**src/rtl/multipit_if.sv**
```systemverilog
// multipit_if: configuration, status and interrupt signals of the multi-channel interval timer.
interface multipit_if #(
   parameter int CHANNELS       = 4,
   parameter int WIDTH          = 16,
   parameter int PRESCALE_WIDTH = 8
);
   localparam int CH_BITS = (CHANNELS > 1) ? $clog2(CHANNELS) : 1;
   logic                      write_enable;
   logic [CH_BITS-1:0]        wr_channel;
   logic [WIDTH-1:0]          wr_reload;
   logic                      wr_repeating;
   logic                      wr_divider_on;
   logic [PRESCALE_WIDTH-1:0] prescale;
   logic [CHANNELS-1:0]       irq_clear;
   logic [CH_BITS-1:0]        rd_channel;
   logic [WIDTH-1:0]          rd_count;
   logic [CHANNELS-1:0]       counter_set;
   logic [CHANNELS-1:0]       interrupting;
   logic [CHANNELS-1:0]       pending;
   logic                      irq;
   modport master (
      output write_enable, wr_channel, wr_reload, wr_repeating, wr_divider_on,
             prescale, irq_clear, rd_channel,
      input  rd_count, counter_set, interrupting, pending, irq
   );
   modport slave (
      input  write_enable, wr_channel, wr_reload, wr_repeating, wr_divider_on,
             prescale, irq_clear, rd_channel,
      output rd_count, counter_set, interrupting, pending, irq
   );
endinterface

```
**src/rtl/multipit.sv**
```systemverilog
// multipit: CHANNELS independent down-counting interval timers sharing one prescaler.
module multipit #(
   parameter int CHANNELS       = 4,
   parameter int WIDTH          = 16,
   parameter int PRESCALE_WIDTH = 8
) (
   input logic       clk,
   input logic       reset,
   multipit_if.slave bus
);
   logic [PRESCALE_WIDTH-1:0] r_pcnt;
   logic [WIDTH-1:0]          r_count  [CHANNELS];
   logic [WIDTH-1:0]          r_reload [CHANNELS];
   logic [CHANNELS-1:0]       r_repeating, r_divider_on, r_set, r_int, r_pend;
   logic [CHANNELS-1:0]       w_wr, w_adv, w_exp;
   logic                      w_tick;
   // A write to a channel suppresses its advance, so a write in the expiry cycle wins.
   always_comb begin
      w_tick = r_pcnt >= bus.prescale;
      for (int c = 0; c < CHANNELS; c++) begin
         w_wr[c]  = bus.write_enable && (32'(bus.wr_channel) == c);
         w_adv[c] = r_set[c] && (!r_divider_on[c] || w_tick) && !w_wr[c];
         w_exp[c] = w_adv[c] && (r_count[c] == WIDTH'(1));
      end
   end
   always_ff @(posedge clk) begin
      if (reset) begin
         r_pcnt       <= '0;
         r_repeating  <= '0;
         r_divider_on <= '0;
         r_set        <= '0;
         r_int        <= '0;
         r_pend       <= '0;
         for (int c = 0; c < CHANNELS; c++) begin
            r_count[c]  <= '0;
            r_reload[c] <= '0;
         end
      end else begin
         r_pcnt <= w_tick ? '0 : r_pcnt + 1'b1;
         r_int  <= w_exp;
         r_pend <= (r_pend & ~bus.irq_clear) | w_exp;
         for (int c = 0; c < CHANNELS; c++) begin
            if (w_wr[c]) begin
               r_count[c]      <= bus.wr_reload;
               r_reload[c]     <= bus.wr_reload;
               r_repeating[c]  <= bus.wr_repeating;
               r_divider_on[c] <= bus.wr_divider_on;
               r_set[c]        <= |bus.wr_reload;
            end else if (w_adv[c]) begin
               r_count[c] <= w_exp[c] ? (r_repeating[c] ? r_reload[c] : '0) : r_count[c] - 1'b1;
               if (w_exp[c] && !r_repeating[c])
                  r_set[c] <= 1'b0;
            end
         end
      end
   end
   assign bus.rd_count     = (32'(bus.rd_channel) < CHANNELS) ? r_count[bus.rd_channel] : '0;
   assign bus.counter_set  = r_set;
   assign bus.interrupting = r_int;
   assign bus.pending      = r_pend;
   assign bus.irq          = |r_pend;
endmodule
```
**src/flat_wrapper.sv**
```systemverilog
// flat-port wrapper written by rule: the top's interface ports become plain ports
module multipit_flat 
#(
   parameter int CHANNELS       = 4,
   parameter int WIDTH          = 16,
   parameter int PRESCALE_WIDTH = 8
)
  (clk, reset, bus_write_enable, bus_wr_channel, bus_wr_reload, bus_wr_repeating, bus_wr_divider_on, bus_prescale, bus_irq_clear, bus_rd_channel, bus_rd_count, bus_counter_set, bus_interrupting, bus_pending, bus_irq);
  multipit_if #(.CHANNELS(CHANNELS), .WIDTH(WIDTH), .PRESCALE_WIDTH(PRESCALE_WIDTH)) bus_i ();
  input logic clk;
  input logic reset;
  input wire logic [$bits(bus_i.write_enable)-1:0] bus_write_enable;
  input wire logic [$bits(bus_i.wr_channel)-1:0] bus_wr_channel;
  input wire logic [$bits(bus_i.wr_reload)-1:0] bus_wr_reload;
  input wire logic [$bits(bus_i.wr_repeating)-1:0] bus_wr_repeating;
  input wire logic [$bits(bus_i.wr_divider_on)-1:0] bus_wr_divider_on;
  input wire logic [$bits(bus_i.prescale)-1:0] bus_prescale;
  input wire logic [$bits(bus_i.irq_clear)-1:0] bus_irq_clear;
  input wire logic [$bits(bus_i.rd_channel)-1:0] bus_rd_channel;
  output wire logic [$bits(bus_i.rd_count)-1:0] bus_rd_count;
  output wire logic [$bits(bus_i.counter_set)-1:0] bus_counter_set;
  output wire logic [$bits(bus_i.interrupting)-1:0] bus_interrupting;
  output wire logic [$bits(bus_i.pending)-1:0] bus_pending;
  output wire logic [$bits(bus_i.irq)-1:0] bus_irq;
  assign bus_i.write_enable = bus_write_enable;
  assign bus_i.wr_channel = bus_wr_channel;
  assign bus_i.wr_reload = bus_wr_reload;
  assign bus_i.wr_repeating = bus_wr_repeating;
  assign bus_i.wr_divider_on = bus_wr_divider_on;
  assign bus_i.prescale = bus_prescale;
  assign bus_i.irq_clear = bus_irq_clear;
  assign bus_i.rd_channel = bus_rd_channel;
  assign bus_rd_count = bus_i.rd_count;
  assign bus_counter_set = bus_i.counter_set;
  assign bus_interrupting = bus_i.interrupting;
  assign bus_pending = bus_i.pending;
  assign bus_irq = bus_i.irq;
  multipit #(.CHANNELS(CHANNELS), .WIDTH(WIDTH), .PRESCALE_WIDTH(PRESCALE_WIDTH)) u_core (.clk(clk), .reset(reset), .bus(bus_i));
endmodule
```
**config.mk**
```make
export PLATFORM = sky130hd
export DESIGN_NAME = multipit_flat
export DESIGN_NICKNAME = d
export VERILOG_FILES = /design/src/rtl/multipit_if.sv /design/src/rtl/multipit.sv /design/src/flat_wrapper.sv
export SDC_FILE = /design/constraint.sdc
export NUM_CORES = 1
export LEC_CHECK = 0
export CAP_MARGIN = 20
export CELL_PAD_IN_SITES_DETAIL_PLACEMENT = 0
export CELL_PAD_IN_SITES_GLOBAL_PLACEMENT = 1
export CORE_ASPECT_RATIO = 1.4
export CORE_MARGIN = 3
export CORE_UTILIZATION = 55
export DETAILED_ROUTE_END_ITERATION = 10
export DONT_BUFFER_PORTS = 1
export GPL_TIMING_DRIVEN = 0
export PLACE_DENSITY = 0.94
export SYNTH_ARGS = -nofsm -noshare
export SYNTH_HDL_FRONTEND = slang
export SYNTH_SLANG_ARGS = --single-unit
```
**constraint.sdc**
```tcl
create_clock -name clk -period 7.9 [get_ports clk]
set_input_delay 1.58 -clock clk [delete_from_list [all_inputs] [get_ports clk]]
set_output_delay 1.58 -clock clk [all_outputs]
set_load 0.02 [all_outputs]
```
=== Word-level counts from Yosys, hierarchy flattened ===
Memory sizes are Yosys's and may differ from the RTL's.
Cells that the tools add are included.

* Bits in registers: 28
* Bits in writable memories: 128
* Bits of input ports: 37
* Output and inout port bits: 29
* Memories kept: 2

{| class="wikitable"
|+ Memories
! name !! words !! width !! rd ports !! clocked after Yosys merged registers in !! wr ports !! line !! RTL
|-
| u_core.r_count || 4 || 16 || 5 || 0 || 4 || multipit.sv:12 || <nowiki>logic [WIDTH-1:0] r_count [CHANNELS];</nowiki>
|-
| u_core.r_reload || 4 || 16 || 4 || 0 || 4 || multipit.sv:13 || <nowiki>logic [WIDTH-1:0] r_reload [CHANNELS];</nowiki>
|}

* $add $sub $neg: 5
* Order comparisons: 1
* Equality and inequality tests: 7
* Mux-type cells: 62
* Bitwise gates (word level): 15
* Reductions and logical operators: 52

{| class="wikitable"
|+ Operators with widths
! kind !! count
|-
| $mux W16 || 20
|-
| $eq A16 B1 Y1 const B || 4
|-
| $sub A16 B1 Y16 const B || 4
|-
| $mux W1 || 42
|-
| $logic_and A1 B1 Y1 || 20
|-
| $reduce_bool A2 Y1 || 8
|-
| $reduce_or A16 Y1 || 1
|-
| $logic_not A1 Y1 || 12
|-
| $or A1 B1 Y1 || 12
|-
| $add A8 B1 Y8 const B || 1
|-
| $ge A8 B8 Y1 || 1
|-
| $reduce_and A2 Y1 || 4
|-
| $and A4 B4 Y4 || 1
|-
| $eq A2 B2 Y1 const B || 2
|-
| $logic_or A1 B1 Y1 || 4
|-
| $not A4 Y4 || 1
|-
| $or A4 B4 Y4 || 1
|-
| $reduce_or A4 Y1 || 1
|-
| $eq A2 B1 Y1 const B || 1
|-
| $logic_not A2 Y1 || 1
|-
| $reduce_or A2 Y1 || 1
|}

=== Depth between registers and ports, before layout ===
* Word-level depth: 9
* Mapped depth: 10
* Mapped depth without buffers: 7

=== Worst setup path before layout ===
Ideal clock, no wire load.

* Path kind: in2out
* From: input bus_rd_channel[0]
* To: output bus_rd_count[10]
* Data arrival time: 2.884 ns
* Data required time: 6.320 ns
* Slack: 3.436 ns
* Stages on the path: 3
* Path through: clkbuf_1 > buf_2 > mux4_2

* Cells in the longest elaborated chain, start to end: 1

{| class="wikitable"
|+ Ends and longest elaborated chain
! element !! line !! RTL
|-
| start: declaration || flat_wrapper.sv:19 || <nowiki>input wire logic [$bits(bus_i.rd_channel)-1:0] bus_rd_channel;</nowiki>
|-
| $mem_v2 Z4 W16 || n/a ||
|-
| end: declaration || flat_wrapper.sv:20 || <nowiki>output wire logic [$bits(bus_i.rd_count)-1:0] bus_rd_count;</nowiki>
|}

Every way passes these cells.

=== Final worst setup path ===
* From: input bus_rd_channel[0]
* To: output bus_rd_count[14]

The elaborated chain is that of the path after synthesis.

==> results.py <==
metrics = {
    "pwr": {
        "power_per_cell_area_nw_per_um2": 217.4,
        "power.combinational.fraction_pct": 11.1,
        "switch_pwr_mw": 0.5297,
        "post-layout-total-power_mw": 2.104,
        "p_int_mw": 1.574,
        "swShare_pct": 25.18,
        "vdd.ir_drop.worst_v": 0.0001432,
        "share_seq_of_total_power_pct": 48.3,
        "cellLeakagePower_nw": 3.501,
        "clock_power_share_pct": 40.7,
    },
    "clock_network": {
        "clk_pin_slew_ns": 0.06,
        "tritoncts_clock_tree": "built",
        "post_cts_buffers": 0,
        "post_cts_hold_buffers": 0,
        "cts_root_buffer": "clkbuf_16",
        "tritoncts.num_buffers": 17,
        "clkLatencyLatePin_ns": 0.44,
        "cts.repair.resized": 0,
        "max-clock-path-buffers": 2,
        "cts.sink_count": 156,
        "cts_htree_levels": 4,
    },
    "route": {
        "antenna_nets_post_route": 0,
        "dr_total_vias": 6657,
        "routed_via_density": 6.463,
        "post_drt_wl_per_cell_um": 23.68,
        "wl_um": 24390,
        "drc_errors": 0,
        "firstDrtPassIters": 5,
        "detailedRoute.firstIterationViolations": 656,
    },
    "sta": {
        "maxSlewViolCount": 0,
        "clock-skew-final_ns": 0.01106,
        "max_transition_margin_pct": 31.28,
        "worst-slew-pin-transition_ns": 1.021,
        "crit_share_post_route_pct": 58.18,
        "finalSetupViolations": 0,
        "hold_viol": 0,
        "clock.fmax_mhz": 217.6,
        "timing.hold.ws_ns": 0.4623,
        "final.min_clock_period_ns": 4.596,
        "fin_tns_setup_ns": 0,
        "rsz_0062_raised_after_global_routing": "false",
    },
    "die": {
        "core-area_sq_um": 15680,
        "floorplan.io_pins": 66,
        "rows": 54,
        "fp.dieArea_sq_um": 17600,
        "die_w_um": 113.0,
        "die_y_um": 155.8,
        "initial_core_util_pct": 56.22,
    },
    "yosys": {
        "ys_dominant_reg_cell": "edfxtp_1",
        "synth_sequential_area_ratio_pct": 49.98,
        "synth_enable_flop_cells": 128,
        "synth_warnings": 0,
        "mappedNetlistNets": 853,
        "yosys.cell_types.count": 64,
        "post_synthesis_register_bit_count": 156,
        "post_synth.cell_area_avg_sq_um": 11.03,
        "postSynth.asyncResetShare_pct": 0,
        "syn-cell-area_sq_um": 8812,
        "cell_count_after_synthesis": 799,
    },
    "setup_path": {
        "required_ns": 6.32,
        "critPathArrivalTime_ns": 3.02,
        "timing.critical_path.slowest_cell_delay_ns": 0.64,
        "crit_path_max_fanout": 10,
        "crit_type": "in -> out",
        "critical_path.slowest_cell": "mux4_2",
        "cp_num_buf_inv": 2,
        "endpoint_kind_of_the_worst_setup_timing_path": "primary output",
        "path_delay_family": "buffers and inverters",
        "worstSetupStartpointType": "input pin",
        "path_cells": "clkbuf_1 > buf_2 > mux4_2",
    },
    "finish": {
        "drive_gt1_share_pct": 13.22,
        "instances_no_fill": 1030,
        "mostFrequentLayoutCell": "edfxtp_1",
        "layout.cells.most_common_list": "128 x edfxtp_1, 93 x nand2_1, 54 x and2_1, 50 x nor2_1, 40 x inv_1",
        "final_nets": 873,
        "stdcell_area_sq_um": 9679,
        "syn_to_final_growth_pct": 9.840,
    },
    "flow_run": {
        "maxCapViolCount": 0,
    },
    "place": {
        "place.port_buffers": 0,
        "place_congestion": 0.9507,
        "placed_area_sq_um": 9061,
        "placedCellCount": 995,
        "post-dp-hpwl_um": 17790,
    },
    "global_routing": {
        "grt_first_pass_wirelength_um": 36920,
        "grt_antenna_before_repair": 1,
        "via_count_of_the_first_global_routing_pass": 6570,
        "grt-ovfl-total": 0,
        "largest_net_degree_at_the_start_of_global_routing": 18,
        "grt_use_total_pct": 28.03,
    },
    "status": {
        "status": "completed",
    },
    "worst_hold_path": {
        "holdCritPathClass": "reg -> reg",
    },
}
cell usage after synthesis, types with 4 or more instances:
master,count,area [sq um]
a211o_1,6,52.55
a21oi_1,31,155.2
a221o_1,4,40.04
a31oi_1,9,56.30
and2_1,54,337.8
and3_1,5,31.28
buf_2,8,40.04
clkbuf_1,20,75.07
dfxtp_1,28,560.5
edfxtp_1,128,3844
ha_1,17,212.7
inv_1,40,150.1
mux2_2,28,315.3
mux2_4,5,75.07
mux2i_1,4,40.04
mux4_2,15,337.8
nand2_1,93,349.1
nand2b_1,6,37.54
nand3_1,17,85.08
nand3b_1,6,45.04
nand4_1,14,87.58
nand4b_1,7,61.31
nor2_1,50,187.7
nor3_1,15,75.07
nor3b_1,5,37.54
nor4_1,15,93.84
o21ai_0,8,40.04
o21bai_1,37,277.8
o21bai_2,5,56.30
o31ai_1,10,75.07
xnor2_1,26,227.7
xor2_1,30,262.8
power groups by stage:
| stage | sequential [mW] | clock (mW) | combinational (mW) |
|---|---|---|---|
| floorplan | 1.00 | 0 | 0.186 |
| global placement | 1.03 | 0 | 0.222 |
| detailed placement | 1.03 | 0 | 0.229 |
| CTS | 1.01 | 0.859 | 0.231 |
| global route | 1.02 | 0.893 | 0.255 |
| finish | 1.02 | 0.856 | 0.233 |
worst min-delay path: cells and delay by family (launching register included):
kind	cells	cell delay (ns)
flip-flops	1	0.31
AND/OR/NAND/NOR	1	0.06
AO/OA/AOI/OAI	1	0.05
layer usage:
metal	part of all wire, %	global-route usage, %
met5	0.057	0
met4	4.6	14.26
met3	12	7.062
met2	48	45.76
met1	36	34.54
cells by family (layout without fill, tap and decap cells):
group                    count (synthesis)  count (layout)  synth area share [%]
AND/OR/NAND/NOR                        315             315                 19.24
flip-flops                             156             156                 49.98
AO/OA/AOI/OAI                          130             130                 10.48
buffers and inverters                   72             105                 3.308
XOR/XNOR                                56              56                 5.566
multiplexers                            53              53                 9.016
adder cells (fa/ha/maj)                 17              17                 2.414
other                                    0               2                     0
worst paths after layout:
check | from | end | slack (ns) | cells past startpoint
setup / recovery | bus_rd_channel[0] | bus_rd_count[14] | 3.30 | 3
hold / removal | u_core.r_divider_on[2]$_SDFFE_PP0P_ | u_core.r_divider_on[2]$_SDFFE_PP0P_ | 0.46 | 2
setup reg to reg | u_core.r_pcnt[0]$_SDFF_PP0_ | u_core.r_count[1][15]$_SDFFCE_PN0P_ | 4.99 | 9
hold reg to reg | u_core.r_divider_on[2]$_SDFFE_PP0P_ | u_core.r_divider_on[2]$_SDFFE_PP0P_ | 0.46 | 2
flip-flops by register name, indices dropped and copies added, names as in the netlist:
| register | flops |
|---|---|
| u_core.r_pcnt | 8 |
| u_core.r_repeating | 4 |
| u_core.r_reload | 64 |
| u_core.bus.pending | 4 |
| u_core.r_divider_on | 4 |
| u_core.bus.counter_set | 4 |
| u_core.r_count | 64 |
| u_core.bus.interrupting | 4 |
layout make-up:
| cell class | count | area [sq um] |
|---|---|---|
| clock buffers | 19 | 432.9 |
| well taps | 196 | 245.2 |
| repair buffers | 1 | 5.005 |
| diodes | 2 | 5.005 |
| fillers | 1291 | 5996 |
| multi-input cells | 571 | 4120 |
| inverters | 40 | 150.1 |
| plain buffers | 32 | 141.4 |
| flip-flops and latches | 156 | 4404 |
| clock inverters | 13 | 175.2 |
through the flow:
stage | utilization, % | setup WS [ns]
floorplan | - | 3.436
global placement | 57.78 | 3.319
detailed placement | 57.81 | 3.284
CTS | 61.69 | 3.284
global route | 61.72 | 3.163
finish | 61.75 | 3.304
Power figures use the tool's default switching activity.
